<file path="src/rtl/calc_pkg.sv">
// Shared calculator definitions: command codes driven from the keypad to
// calc_top, the (row,col) -> command key map, and small row-decode helpers.
package calc_pkg;

  typedef enum logic [3:0] {
    CMD_0    = 4'd0,
    CMD_1    = 4'd1,
    CMD_2    = 4'd2,
    CMD_3    = 4'd3,
    CMD_4    = 4'd4,
    CMD_5    = 4'd5,
    CMD_6    = 4'd6,
    CMD_7    = 4'd7,
    CMD_8    = 4'd8,
    CMD_9    = 4'd9,
    CMD_ADD  = 4'd10,
    CMD_SUB  = 4'd11,
    CMD_MUL  = 4'd12,
    CMD_EQ   = 4'd13,
    CMD_CLR  = 4'd14,
    CMD_IDLE = 4'd15
  } cmd_t;

  // Indexed KEY_MAP[row][col]; leftmost group is row 3, leftmost entry col 3.
  // Key (3,3) is inert and maps to CMD_IDLE.
  localparam logic [3:0][3:0][3:0] KEY_MAP = {
    {CMD_IDLE, CMD_EQ, CMD_0,   CMD_CLR},
    {CMD_MUL,  CMD_9,  CMD_8,   CMD_7  },
    {CMD_SUB,  CMD_6,  CMD_5,   CMD_4  },
    {CMD_ADD,  CMD_3,  CMD_2,   CMD_1  }
  };

  // True when exactly one active-low row line is asserted.
  function automatic logic one_row_low(input logic [3:0] rows);
    return ($countones(~rows) == 1);
  endfunction

  // Index of the lowest-numbered low row (meaningful when one_row_low holds).
  function automatic logic [1:0] low_row_idx(input logic [3:0] rows);
    logic [1:0] idx;
    idx = 2'd0;
    for (int i = 3; i >= 0; i--) begin
      if (!rows[i]) idx = 2'(i);
    end
    return idx;
  endfunction

endpackage

</file>
<file path="src/rtl/row_sync.sv">
// Two-flop synchronizer for the asynchronous active-low keypad row lines.
// Ports: clock_i, reset_i (sync, active-high), rows_i (raw), rows_o (synchronized).
module row_sync (
  input  logic       clock_i,
  input  logic       reset_i,
  input  logic [3:0] rows_i,
  output logic [3:0] rows_o
);

  logic [3:0] meta_q;
  logic [3:0] sync_q;

  // Idle rows read high, so both stages reset to all ones.
  always_ff @(posedge clock_i) begin
    if (reset_i) begin
      meta_q <= 4'b1111;
      sync_q <= 4'b1111;
    end else begin
      meta_q <= rows_i;
      sync_q <= meta_q;
    end
  end

  assign rows_o = sync_q;

endmodule

</file>
<file path="src/rtl/keypad_scanner.sv">
// 4x4 matrix keypad scanner: walks an active-low column strobe, debounces a
// single-key press, emits one registered command pulse, then waits for a
// debounced release before scanning again.
// Ports: clock, reset (sync, active-high), rows_in (raw active-low rows),
//        cols_out (active-low column drive, one bit low), cmd (command code,
//        CMD_IDLE except during a one-cycle key pulse).
module keypad_scanner
  import calc_pkg::*;
#(
  parameter int unsigned SCAN_DIV        = 1000,
  parameter int unsigned DEBOUNCE_CYCLES = 20000
) (
  input  logic       clock,
  input  logic       reset,
  input  logic [3:0] rows_in,
  output logic [3:0] cols_out,
  output logic [3:0] cmd
);

  localparam int unsigned MAX_CNT = (SCAN_DIV > DEBOUNCE_CYCLES) ? SCAN_DIV : DEBOUNCE_CYCLES;
  localparam int unsigned CNT_W   = (MAX_CNT > 1) ? $clog2(MAX_CNT) : 1;
  localparam logic [CNT_W-1:0] SCAN_LAST = CNT_W'(SCAN_DIV - 1);
  localparam logic [CNT_W-1:0] DEB_LAST  = CNT_W'(DEBOUNCE_CYCLES - 1);

  typedef enum logic [1:0] {
    ST_SCAN,
    ST_DEBOUNCE,
    ST_EMIT,
    ST_WAIT_RELEASE
  } state_t;

  state_t           state_q, state_d;
  logic [1:0]       col_q, col_d;
  logic [CNT_W-1:0] cnt_q, cnt_d;
  logic [1:0]       row_q, row_d;
  logic [3:0]       pat_q, pat_d;
  cmd_t             cmd_q, cmd_d;
  logic [3:0]       cols_q, cols_d;
  logic [3:0]       rows_s;

  row_sync u_row_sync (
    .clock_i (clock),
    .reset_i (reset),
    .rows_i  (rows_in),
    .rows_o  (rows_s)
  );

  // State and datapath registers.
  always_ff @(posedge clock) begin
    if (reset) begin
      state_q <= ST_SCAN;
      col_q   <= 2'd0;
      cnt_q   <= '0;
      row_q   <= 2'd0;
      pat_q   <= 4'b1111;
      cmd_q   <= CMD_IDLE;
      cols_q  <= 4'b1110;
    end else begin
      state_q <= state_d;
      col_q   <= col_d;
      cnt_q   <= cnt_d;
      row_q   <= row_d;
      pat_q   <= pat_d;
      cmd_q   <= cmd_d;
      cols_q  <= cols_d;
    end
  end

  // Next-state logic; one counter serves column dwell, debounce and release.
  always_comb begin
    state_d = state_q;
    col_d   = col_q;
    cnt_d   = cnt_q;
    row_d   = row_q;
    pat_d   = pat_q;
    unique case (state_q)
      ST_SCAN: begin
        if (cnt_q == SCAN_LAST) begin
          cnt_d = '0;
          if (one_row_low(rows_s)) begin
            // Keep the column so debounce sees the same key.
            state_d = ST_DEBOUNCE;
            row_d   = low_row_idx(rows_s);
            pat_d   = rows_s;
          end else begin
            col_d = col_q + 2'd1;
          end
        end else begin
          cnt_d = cnt_q + CNT_W'(1);
        end
      end
      ST_DEBOUNCE: begin
        if (rows_s != pat_q) begin
          state_d = ST_SCAN;
          col_d   = col_q + 2'd1;
          cnt_d   = '0;
        end else if (cnt_q == DEB_LAST) begin
          state_d = ST_EMIT;
          cnt_d   = '0;
        end else begin
          cnt_d = cnt_q + CNT_W'(1);
        end
      end
      ST_EMIT: begin
        state_d = ST_WAIT_RELEASE;
        cnt_d   = '0;
      end
      ST_WAIT_RELEASE: begin
        if (rows_s != 4'b1111) begin
          cnt_d = '0;
        end else if (cnt_q == DEB_LAST) begin
          state_d = ST_SCAN;
          col_d   = col_q + 2'd1;
          cnt_d   = '0;
        end else begin
          cnt_d = cnt_q + CNT_W'(1);
        end
      end
      default: begin
        state_d = ST_SCAN;
        cnt_d   = '0;
      end
    endcase
  end

  // Output decode from the next state so cmd/cols_out land in registers
  // aligned with the state they belong to.
  always_comb begin
    cmd_d  = CMD_IDLE;
    cols_d = ~(4'b0001 << col_d);
    if (state_d == ST_EMIT) begin
      cmd_d = cmd_t'(KEY_MAP[row_q][col_q]);
    end
  end

  assign cols_out = cols_q;
  assign cmd      = cmd_q;

endmodule

</file>
<file path="config.mk">
export PLATFORM = sky130hd
export DESIGN_NAME = keypad_scanner
export DESIGN_NICKNAME = d
export VERILOG_FILES = /design/src/rtl/calc_pkg.sv /design/src/rtl/row_sync.sv /design/src/rtl/keypad_scanner.sv
export SDC_FILE = /design/constraint.sdc
export NUM_CORES = 1
export LEC_CHECK = 0
export ABC_AREA = 1
export CORE_ASPECT_RATIO = 0.7
export CORE_MARGIN = 2
export CORE_UTILIZATION = 58
export CTS_CLUSTER_SIZE = 25
export DETAILED_ROUTE_END_ITERATION = 12
export GPL_TIMING_DRIVEN = 1
export HOLD_SLACK_MARGIN = 0.12
export PLACE_DENSITY = 0.78
export SETUP_SLACK_MARGIN = 0.15
export SYNTH_ARGS = -nofsm -noshare
export SYNTH_HDL_FRONTEND = slang
export SYNTH_SLANG_ARGS = --single-unit
</file>
<file path="constraint.sdc">
create_clock -name clock -period 2.8 [get_ports clock]
set_input_delay 0.56 -clock clock [delete_from_list [all_inputs] [get_ports clock]]
set_output_delay 0.56 -clock clock [all_outputs]
set_load 0.01 [all_outputs]
</file>
==> results of run 1 <==
[layout make-up]
class / instances / area [µm²] / area share, %
sequential: 41 / 821 / 34.1
clock buffer: 7 / 96.3 / 4.01
multi-input combinational: 206 / 1080 / 45.0
clock inverter: 1 / 5.00 / 0.208
inverter: 46 / 174 / 7.23
tap: 50 / 62.6 / 2.60
timing repair buffer: 16 / 165 / 6.87
[power by group]
part / internal (mW) / switching [mW] / leakage (nW) / total [mW]
Clock: 0.223 / 0.190 / 0.0542 / 0.413
Sequential: 0.592 / 0.00763 / 0.333 / 0.599
Combinational: 0.0223 / 0.0302 / 0.726 / 0.0525
Total: 0.837 / 0.228 / 1.11 / 1.06
[final timing paths]
check	startpoint	to	slack [ps]	depth (start not counted)
setup / recovery	u_row_sync.rows_o[0]	cols_out[2]	420	12
hold / removal	u_row_sync.meta_q[0]	u_row_sync.rows_o[0]	410	1
setup reg to reg	u_row_sync.rows_o[0]	cols_out[2]	420	12
hold reg to reg	u_row_sync.meta_q[0]	u_row_sync.rows_o[0]	410	1
[critical path: stages, from the launching register on]
cell and delay (ps):
dfxtp_1 390, fa_1 550, inv_1 40, ha_1 170, ha_1 260, nor2_1 140
nand2_1 150, nand2_1 100, nand2_1 50, nand3_1 60, nand3_1 100, nand3_1 160
nand3_1 90
[layer usage]
metal,wire (µm),vias to the layer above,global-route usage [%]
li1,-,974,-
met1,2100,784,31.3
met2,1690,78,31.0
met3,388,4,5.28
met4,41,0,7.58
met5,0,-,0
[registers in the layout (all words and copies together) (netlist names)]
register / flops
u_row_sync.meta_q: 4
u_row_sync.rows_o: 4
state_q: 2
cols_out: 4
pat_q: 4
col_q: 2
cnt_q: 15
row_q: 2
cmd: 4
[through the flow]
step / cells / instance area [µm²] / power (mW)
6_report: 367 / 2400 / 1.06
5_1_grt: 367 / 2400 / 1.11
4_1_cts: 366 / 2380 / 1.07
3_5_place_dp: 358 / 2280 / 0.665
3_3_place_gp: 358 / 2280 / 0.663
2_1_floorplan: 299 / 2120 / 0.649
[cell families after synthesis]
| family | share of synthesized area [%] |
|---|---|
| compound gates | 6.38 |
| xor+xnor | 4.13 |
| fa+ha+maj | 3.31 |
| buf+inv | 10.3 |
| flops | 38.7 |
| simple gates | 37.2 |
[repair_timing]
action	4_1_cts	5_1_grt
resized for setup	0	0
hold endpoints to repair	0	0
setup endpoints to repair	0	11
setup buffers	0	1
[cell usage in the layout, fill, tap and decap left out, types with 3 or more instances in the layout]
cell type	synthesis	final
inv_1	43	43
nor2_1	37	37
clkbuf_8	0	7
nor2_2	4	4
o21ai_0	9	9
nand4_1	7	7
a21oi_1	6	6
o211ai_1	4	4
nand2_1	64	64
dfxtp_1	41	41
xor2_1	8	8
ha_1	4	4
or2_2	8	8
nor3_1	3	3
clkdlybuf4s50_1	0	13
nand3_1	32	32
nand2_2	6	6
==> metrics.md, run 1 <==
| Metric | Value |
|---|---|
| Status | finished, final reports clean |
| Final Hold Fails | 0 |
| Total Wirelength | 4.23 mm |
| CTS clk-pin slew, worst paths | 70 ps |
| Crit Path Max Fanout | 7 |
| GPL Wtd Cong | 0.917 |
| Core Util, Final | 68.4% |
| Required @ worst endpoint | roughly 3000 ps |
| Die width | 76.3 µm |
| DP HPWL | 3.19 mm |
| Power Density | roughly 440 mW/mm² |
| Sequential area share after synthesis | 38.7% |
| Max transition margin | 74.6% |
| Rows | 18 |
| Leading area contributor after synthesis | dfxtp_1 |
| # clock sinks | 41 |
| Layout cell share with drive strength beyond 1 | 12.6% |
| Max-Cap Viols | 0 |
| Average wire per standard cell | 11.5 µm |
| Clock Latency Late Sink | slightly below 300 ps |
| Hold WC Path Type | register to register |
| DRT Pass-1 Iters | 4 |
| #FFs+latches synth | 41 |
| Post-place setup slack | 262 ps |
| Clock Skews | 8.11 ps |
| Gr ovfl total | 0 |
| Initial core utilization | 60.3% |
| CP startpoint kind | register |
| P&R area growth vs syn | 13.5% |
| Count leader, synth | nand2_1 |
| Antenna diodes | 0 |
| Residual DRC | 0 |
| Core Footprint | 0.00351 mm² |
| Yosys warns | 0 |
| Port buffer count | 13 |
| Post-route ant nets | 0 |
| Global router's overall resource usage | 21.5% |
| Pin slew with the least headroom to its limit | 381 ps |
| Synthesized area per cell | 7.09 µm² |
| Die ar. | 0.00416 mm² |
| H-tree depth | 2 |
| VDD IR max | ~350 µV |
| Fillers | 318 |
| Endpoints failing setup | 0 |
| EDFF count, synth | 0 |
| CTS tree | built |
| Final period util | a little over four fifths |
| Critical Path Sink Type | register |
| Fin. max-slew vios | 0 |
| Die Height | 54.6 µm |
| Worst path arrival time | 2550 ps |
| Setup TNS | 0 ps |
| Leakage | approximately 1.1 nW |
| Largest net degree at the start of global routing | 14 |
| Share of the synthesized area in the top cell type | 38.7% |
| Final Critical Period | between 2000 and 2500 ps |
| Hold Slack | 410 ps |
| First-pass GRT wire length | approximately 7 mm |
| Number of global-route vias before repair | 1511 |
| Synth cell count leaders | nand2_1 (64), inv_1 (43), dfxtp_1 (41) |
| Cell variety after synth | 31 |
| Slack of the critical path | 420 ps |
| Clk buf depth | 2 |
| Primary FF master, synth | dfxtp_1 |
| Async SR Flop Fraction | 0% |
| Top cells by area, synth | dfxtp_1 (39%), nand2_1 (11%), inv_1 (7.6%) |
| Synth Net Count | 310 |
| Cells after Synth | 299 |
| Via count | between 1500 and 2000 |
| Final net count | 327 |
| Total CTS buffers | 5 |
| Synth Cell Area | 0.00212 mm² |
| Critical path type | register to register |
| Initial DRC Count | 113 |
| I/O pin count | 14 |
| Hold buffers post-CTS | 0 |
| Fmax | between 0.4 and 0.5 GHz |
| Vias/cell | roughly 5 |
| Root Buffer | clkbuf_8 |
| RSZ-0062 raised after global routing | false |
| Antenna violations before repair | 0 |
(Power assumes the default switching activity.)
==> run 2: changes to the inputs <==
--- a/config.mk
+++ b/config.mk
@@ -8,12 +8,12 @@
 export ABC_AREA = 1
 export CORE_ASPECT_RATIO = 0.7
 export CORE_MARGIN = 2
-export CORE_UTILIZATION = 58
+export CORE_UTILIZATION = 52
 export CTS_CLUSTER_SIZE = 25
 export DETAILED_ROUTE_END_ITERATION = 12
 export GPL_TIMING_DRIVEN = 1
 export HOLD_SLACK_MARGIN = 0.12
-export PLACE_DENSITY = 0.78
+export PLACE_DENSITY = 0.74
 export SETUP_SLACK_MARGIN = 0.15
 export SYNTH_ARGS = -nofsm -noshare
 export SYNTH_HDL_FRONTEND = slang
==> constraint.sdc (replaced) <==
create_clock -name clock -period 2.11 [get_ports clock]
set_input_delay 0.422 -clock clock [delete_from_list [all_inputs] [get_ports clock]]
set_output_delay 0.422 -clock clock [all_outputs]
set_load 0.01 [all_outputs]
==> run 2 against run 1 <==
  * The run now ends with setup timing left
  * Sequential power up 32%
  * Utilization down 1.7 points
  * Setup slack worse by 460 ps
  * Combinational power up 68%
  * Sequential share of layout area down 2.5 points
  * Cell area up 8.8%
  * Critical path depth down 2
  * Critical path type unchanged
  * Critical endpoint is now row_q[0]
  * Flip-flop and latch count unchanged
  * Clock skew down 2.8 ps
==> metrics.md, run 2 (synthesized netlist as in run 1, its figures left out) <==
| Metric | Value |
|---|---|
| Final period util | 102% (was 85.0%) |
| Post-route ant nets | 0 (unchanged) |
| Gr ovfl total | 0 (unchanged) |
| Die ar. | 0.00461 mm² (was 0.00416 mm²) |
| CTS tree | built (unchanged) |
| Worst path arrival time | 2370 ps (was 2550 ps) |
| Root Buffer | clkbuf_8 (unchanged) |
| Die width | 80.3 µm (was 76.3 µm) |
| Slack of the critical path | -39.6 ps (was 420 ps) |
| Layout cell share with drive strength beyond 1 | 22.0% (was 12.6%) |
| Hold WC Path Type | register to register (unchanged) |
| Port buffer count | 13 (unchanged) |
| Core Footprint | 0.00392 mm² (was 0.00351 mm²) |
| Initial core utilization | 54.0% (was 60.3%) |
| RSZ-0062 raised after global routing | true (was false) |
| Power Density | 619 mW/mm² (was 443 mW/mm²) |
| Final Critical Period | 2150 ps (was 2380 ps) |
| Rows | 19 (was 18) |
| Hold worst-path end | u_row_sync.rows_o[3] (was u_row_sync.rows_o[0]) |
| Worst r2r path cells | 10 (was 12) |
| # clock sinks | 41 (unchanged) |
| Via count | 1856 (was 1840) |
| Largest net degree at the start of global routing | 14 (unchanged) |
| Post-place setup slack | -29.3 ps (was 262 ps) |
| Hold Slack | 412 ps (was 410 ps) |
| Fmax | 0.465 GHz (was 0.420 GHz) |
| Endpoints failing setup | 4 (was 0) |
| Max-Cap Viols | 0 (unchanged) |
| DP HPWL | 3.26 mm (was 3.19 mm) |
| CP bufs+invs | 2 (was 1) |
| Tot Pwr | 1.62 mW (was 1.06 mW) |
| Fin. max-slew vios | 0 (unchanged) |
| CP Cell Sequence | fa_1 > inv_1 > ha_2 > ha_4 > nor2_4 > nand2_4 > nor3_4 > buf_6 > nand3_2 > a21oi_2 (was fa_1 > inv_1 > ha_1 > ha_1 > nor2_1 > nand2_1 > nand2_1 > nand2_1 > nand3_1 > nand3_1 > nand3_1 > nand3_1) |
| Average wire per standard cell | 11.6 µm (was 11.5 µm) |
| Required @ worst endpoint | 2330 ps (was 2970 ps) |
| Fillers | 355 (was 318) |
| Clk buf depth | 2 (unchanged) |
| Residual DRC | 0 (unchanged) |
| Antenna violations before repair | 0 (unchanged) |
| Critical path type | register to register (unchanged) |
| Initial DRC Count | 119 (was 113) |
| Final net count | 333 (was 327) |
| Area of the multi-input gates | 0.00121 mm² (was 0.00108 mm²) |
| Hold buffers post-CTS | 0 (unchanged) |
| Total Wirelength | 4.34 mm (was 4.23 mm) |
| GPL Wtd Cong | 0.903 (was 0.917) |
| Register-to-Register Setup Slack | -40 ps (was 420 ps) |
| Die Height | 57.4 µm (was 54.6 µm) |
| Highest-delay cell along the critical path | fa_1 (unchanged) |
| Pin slew with the least headroom to its limit | 417 ps (was 381 ps) |
| Total CTS buffers | 5 (unchanged) |
| Crit Path Max Fanout | 5 (was 7) |
| DRT Pass-1 Iters | 4 (unchanged) |
| Clock Latency Late Sink | 290 ps (about the same) |
| P&R area growth vs syn | 23.4% (was 13.5%) |
| Hold Crit Depth | 1 (unchanged) |
| Max transition margin | 72.2% (was 74.6%) |
| Number of global-route vias before repair | 1665 (was 1511) |
| Most frequent cells in the layout | nand2_1 (57), inv_1 (42), dfxtp_1 (39) (was nand2_1 (64), inv_1 (43), dfxtp_1 (41)) |
| CTS clk-pin slew, worst paths | 80 ps (was 70 ps) |
| H-tree depth | 2 (unchanged) |
| Antenna diodes | 0 (unchanged) |
| Critical Path Sink Type | register (unchanged) |
| Leakage | 1.19 nW (was 1.11 nW) |
| Hold Startpoint | u_row_sync.meta_q[3] (was u_row_sync.meta_q[0]) |
| Status | finished, violations left (was finished, final reports clean) |
| Vias/cell | 4.95 (was 5.01) |
| Register area | 828 µm² (was 821 µm²) |
| First-pass GRT wire length | 7.39 mm (was 6.89 mm) |
| Final Hold Fails | 0 (unchanged) |
| Global router's overall resource usage | 20.5% (was 21.5%) |
| Critical path launch point | u_row_sync.rows_o[3] (was u_row_sync.rows_o[0]) |
| Biggest register | cnt_q (unchanged) |
| Max incr delay on CP | 530 ps (was 550 ps) |
| Reg2reg start | u_row_sync.rows_o[3] (was u_row_sync.rows_o[0]) |
| Reg-to-Reg End | row_q[0] (was cols_out[2]) |
| VDD IR max | 445 µV (was 354 µV) |
| CP top delay family | adder cells (unchanged) |
| I/O pin count | 14 (unchanged) |
| Max FFs per register | 15 (unchanged) |
| Commonest non-fill, non-tap cell in the layout | nand2_1 (unchanged) |
| CP startpoint kind | register (unchanged) |
| Failing checks | setup timing |
| Clock Skews | 5.26 ps (was 8.11 ps) |
## run 2: cell types whose count changed in the layout (fill, tap and decap cells not counted), moves of 3 or more
| cell | delta |
|---|---|
| nand2_1 | -7 |
| nand3_1 | -10 |
| nand2_2 | +3 |
| nand3_2 | +9 |
| buf_4 | +5 |
| nand2_4 | +4 |
## run 2: metal layers
| layer | part of all wire, % | track usage [%] | vias to the layer above |
|---|---|---|---|
| met3 | 5.1 | 4.75 | 0 |
| li1 | - | - | 987 |
| met1 | 54 | 31.8 | 827 |
| met4 | 0 | 4.60 | 0 |
| met2 | 41 | 28.8 | 42 |
| met5 | 0 | 0 | - |
## run 2: cell type report
cell class	instances	share of cell area, %
Multi-Input combinational cell	206	46.2
Sequential cell	41	31.7
Clock buffer	5	2.63
Timing Repair Buffer	22	7.84
Tap cell	52	2.49
Inverter	46	6.65
Clock inverter	3	2.49
## run 2: worst register-to-register path, stage by stage, from the launching register on
cell	delay [ps]
dfxtp_4	350
fa_1	530
inv_1	40
ha_2	180
ha_4	220
nor2_4	110
nand2_4	80
nor3_4	230
buf_6	170
nand3_2	60
a21oi_2	110
## run 2: worst max-delay path by stage
| stage | to | slack, ps | cells after the start |
|---|---|---|---|
| after floorplan | cols_out[1] | 90 | 13 |
| after global placement | row_q[0] | 50 | 10 |
| after detailed placement | cols_out[0] | -30 | 13 |
| after CTS | row_q[0] | -20 | 10 |
| after global routing | pat_q[2] | -140 | 10 |
| final | row_q[0] | -40 | 10 |
## run 2: report_power, final
| group | internal, mW | total (mW) | switching (mW) |
|---|---|---|---|
| Combinational | 0.0374 | 0.0880 | 0.0505 |
| Sequential | 0.783 | 0.790 | 0.00713 |
| Clock | 0.470 | 0.741 | 0.271 |
## run 2: timing repair
item | in CTS | in global routing
pin swaps | 6 | 1
gates resized for setup | 17 | 8
endpoints found under the setup margin | 16 | 17
setup buffers | 1 | 0
## run 2: through the flow
stage / std cells / utilization (%) / TNS (ps) / cell area, µm²
6_report: 375 / 66.7 / -70.8 / 2620
5_1_grt: 375 / 66.7 / -1300 / 2620
4_1_cts: 375 / 65.8 / -23.0 / 2580
3_5_place_dp: 366 / 60.6 / -63.5 / 2380
3_3_place_gp: 366 / 60.6 / 0 / 2380
2_1_floorplan: 299 / - / 0 / 2160
==> run 3: changes to the inputs <==
--- a/config.mk
+++ b/config.mk
@@ -14,7 +14,7 @@
 export GPL_TIMING_DRIVEN = 1
 export HOLD_SLACK_MARGIN = 0.12
 export PLACE_DENSITY = 0.74
-export SETUP_SLACK_MARGIN = 0.15
+export SETUP_SLACK_MARGIN = 0.5
 export SYNTH_ARGS = -nofsm -noshare
 export SYNTH_HDL_FRONTEND = slang
 export SYNTH_SLANG_ARGS = --single-unit
==> run 3 against run 2 <==
  * The flow still finishes with violations (setup timing)
  * Clock skew fell by 1.6 ps
  * Flip-flop and latch count did not move
  * Combinational power rose by 17%
  * First-iteration DRC count rose by 29%
  * Cell area rose by 2.4%
==> metrics.md, run 3 (synthesized netlist as in run 1, its figures left out) <==
| Metric | Value |
|---|---|
| Critical Path Sink Type | register (unchanged) |
| Average wire per standard cell | 12.9 µm (was 11.6 µm) |
| Pin slew with the least headroom to its limit | 469 ps (was 417 ps) |
| GPL Wtd Cong | 0.931 (was 0.903) |
| Slack of the critical path | -4.22 ps (was -39.6 ps) |
| Required @ worst endpoint | 2270 ps (was 2330 ps) |
| Final Hold Fails | 0 (unchanged) |
| Via count | 1952 (was 1856) |
| Number of global-route vias before repair | 1672 (was 1665) |
| Commonest non-fill, non-tap cell in the layout | nand2_1 (unchanged) |
| Die Height | 57.4 µm (unchanged) |
| Fmax | 0.473 GHz (was 0.465 GHz) |
| Endpoints failing setup | 1 (was 4) |
| Register area | 841 µm² (was 828 µm²) |
| Max FFs per register | 15 (unchanged) |
| Total Wirelength | 4.91 mm (was 4.34 mm) |
| Residual DRC | 0 (unchanged) |
| Biggest register | cnt_q (unchanged) |
| P&R area growth vs syn | 26.4% (was 23.4%) |
| CTS tree | built (unchanged) |
| Gr ovfl total | 0 (unchanged) |
| DP HPWL | 3.43 mm (was 3.26 mm) |
| Final Critical Period | 2110 ps (was 2150 ps) |
| Clock Latency Late Sink | 290 ps (about the same) |
| Initial DRC Count | 153 (was 119) |
| Worst path arrival time | 2280 ps (was 2370 ps) |
| Global router's overall resource usage | 21.4% (was 20.5%) |
| I/O pin count | 14 (unchanged) |
| DP Cell Count | 366 (unchanged) |
| Critical path type | register to register (unchanged) |
| Post-place setup slack | -21.4 ps (was -29.3 ps) |
| Die ar. | 0.00461 mm² (unchanged) |
| DRT Pass-1 Iters | 5 (was 4) |
| Layout cell share with drive strength beyond 1 | 28.3% (was 22.0%) |
| Rows | 19 (unchanged) |
| Area of the multi-input gates | 0.00126 mm² (was 0.00121 mm²) |
| # clock sinks | 41 (unchanged) |
| Crit Path Max Fanout | 3 (was 5) |
| Vias/cell | 5.12 (was 4.95) |
| Clk buf depth | 2 (unchanged) |
| Setup TNS | -4.22 ps (was -70.8 ps) |
| Max transition margin | 68.7% (was 72.2%) |
| Post-route ant nets | 0 (unchanged) |
| Antenna violations before repair | 0 (unchanged) |
| H-tree depth | 2 (unchanged) |
| CP startpoint kind | register (unchanged) |
| Fin. max-slew vios | 0 (unchanged) |
| Max-Cap Viols | 0 (unchanged) |
| First-pass GRT wire length | 7.62 mm (was 7.39 mm) |
| Most frequent cells in the layout | nand2_1 (58), inv_1 (41), dfxtp_1 (31) (was nand2_1 (57), inv_1 (42), dfxtp_1 (39)) |
| Initial core utilization | 54.0% (unchanged) |
| Port buffer count | 13 (unchanged) |
| Power Density | 521 mW/mm² (was 619 mW/mm²) |
| Failing checks | setup timing (unchanged) |
| Final net count | 339 (was 333) |
| Final Cell Area | 0.00268 mm² (was 0.00262 mm²) |
| Die width | 80.3 µm (unchanged) |
| Status | finished, violations left (unchanged) |
| CTS clk-pin slew, worst paths | 80 ps (about the same) |
| Non-filler cells, final | 381 (was 375) |
| Largest net degree at the start of global routing | 14 (unchanged) |
| VDD IR max | 472 µV (was 445 µV) |
| Final period util | 100% (was 102%) |
| Antenna diodes | 0 (unchanged) |
| Leakage | 1.19 nW (about the same) |
| RSZ-0062 raised after global routing | true (unchanged) |
| DP Area | 0.00238 mm² (about the same) |
| Root Buffer | clkbuf_8 (unchanged) |
| Core Footprint | 0.00392 mm² (unchanged) |
| Total CTS buffers | 5 (unchanged) |
| Core Util, Final | 68.3% (was 66.7%) |
| Clock Skews | 3.71 ps (was 5.26 ps) |
| Fillers | 328 (was 355) |
| Hold WC Path Type | register to register (unchanged) |
run 3: path summary, 6_finish.rpt:
path	slack (ps)	cells past startpoint	endpoint	startpoint
worst min register to register	410	1	u_row_sync.rows_o[0]	u_row_sync.meta_q[0]
worst max-delay path	-4	13	cols_out[1]	u_row_sync.rows_o[3]
worst min-delay path	410	1	u_row_sync.rows_o[0]	u_row_sync.meta_q[0]
worst max register to register	-4	13	cols_out[1]	u_row_sync.rows_o[3]
run 3: through the flow:
step	power, mW	hold WS, ps
after global routing	1.46	434
final	1.40	411
after CTS	1.40	413
after global placement	0.889	391
after floorplan	0.866	389
after detailed placement	0.893	393
run 3: layout make-up:
type / count / share of cell area, %
clock buffers: 5 / 2.57
multi-input cells: 207 / 47.2
inverters: 46 / 6.49
well taps: 52 / 2.43
repair buffers: 27 / 9.29
flip-flops and latches: 41 / 31.4
clock inverters: 3 / 0.654
run 3: layer usage:
layer	GRT usage [%]	wire length [µm]	vias up
met5	0	0	-
met3	5.85	349	9
met4	6.05	53	0
met1	31.7	2370	869
met2	30.6	2140	79
li1	-	-	995
run 3: repair_timing:
| item | 4_1_cts | 5_1_grt |
|---|---|---|
| buffers inserted | 1 | 5 |
| pin swaps | 5 | 11 |
| endpoints found under the hold margin | 0 | 0 |
| resized for setup | 16 | 35 |
| setup endpoints to repair | 29 | 32 |
| gates cloned | 0 | 1 |
| hold buffers | 0 | 0 |
run 3: power by group:
group          total (mW)  internal (mW)  switching, mW
logic               0.103         0.0445         0.0581
clock network       0.502          0.228          0.274
registers           0.793          0.784        0.00878
total                1.40           1.06          0.341
run 3: critical path: stages, from the launching register on:
cell     delay [ps]
dfxtp_4         350
fa_1            530
inv_1            40
ha_2            170
ha_4            270
nor2_4           40
nand2_4          70
nand2_1          50
nand2_1          70
nand3_2          70
nand3_2         110
nand2_1          60
nor2_1           80
nand3_1          60
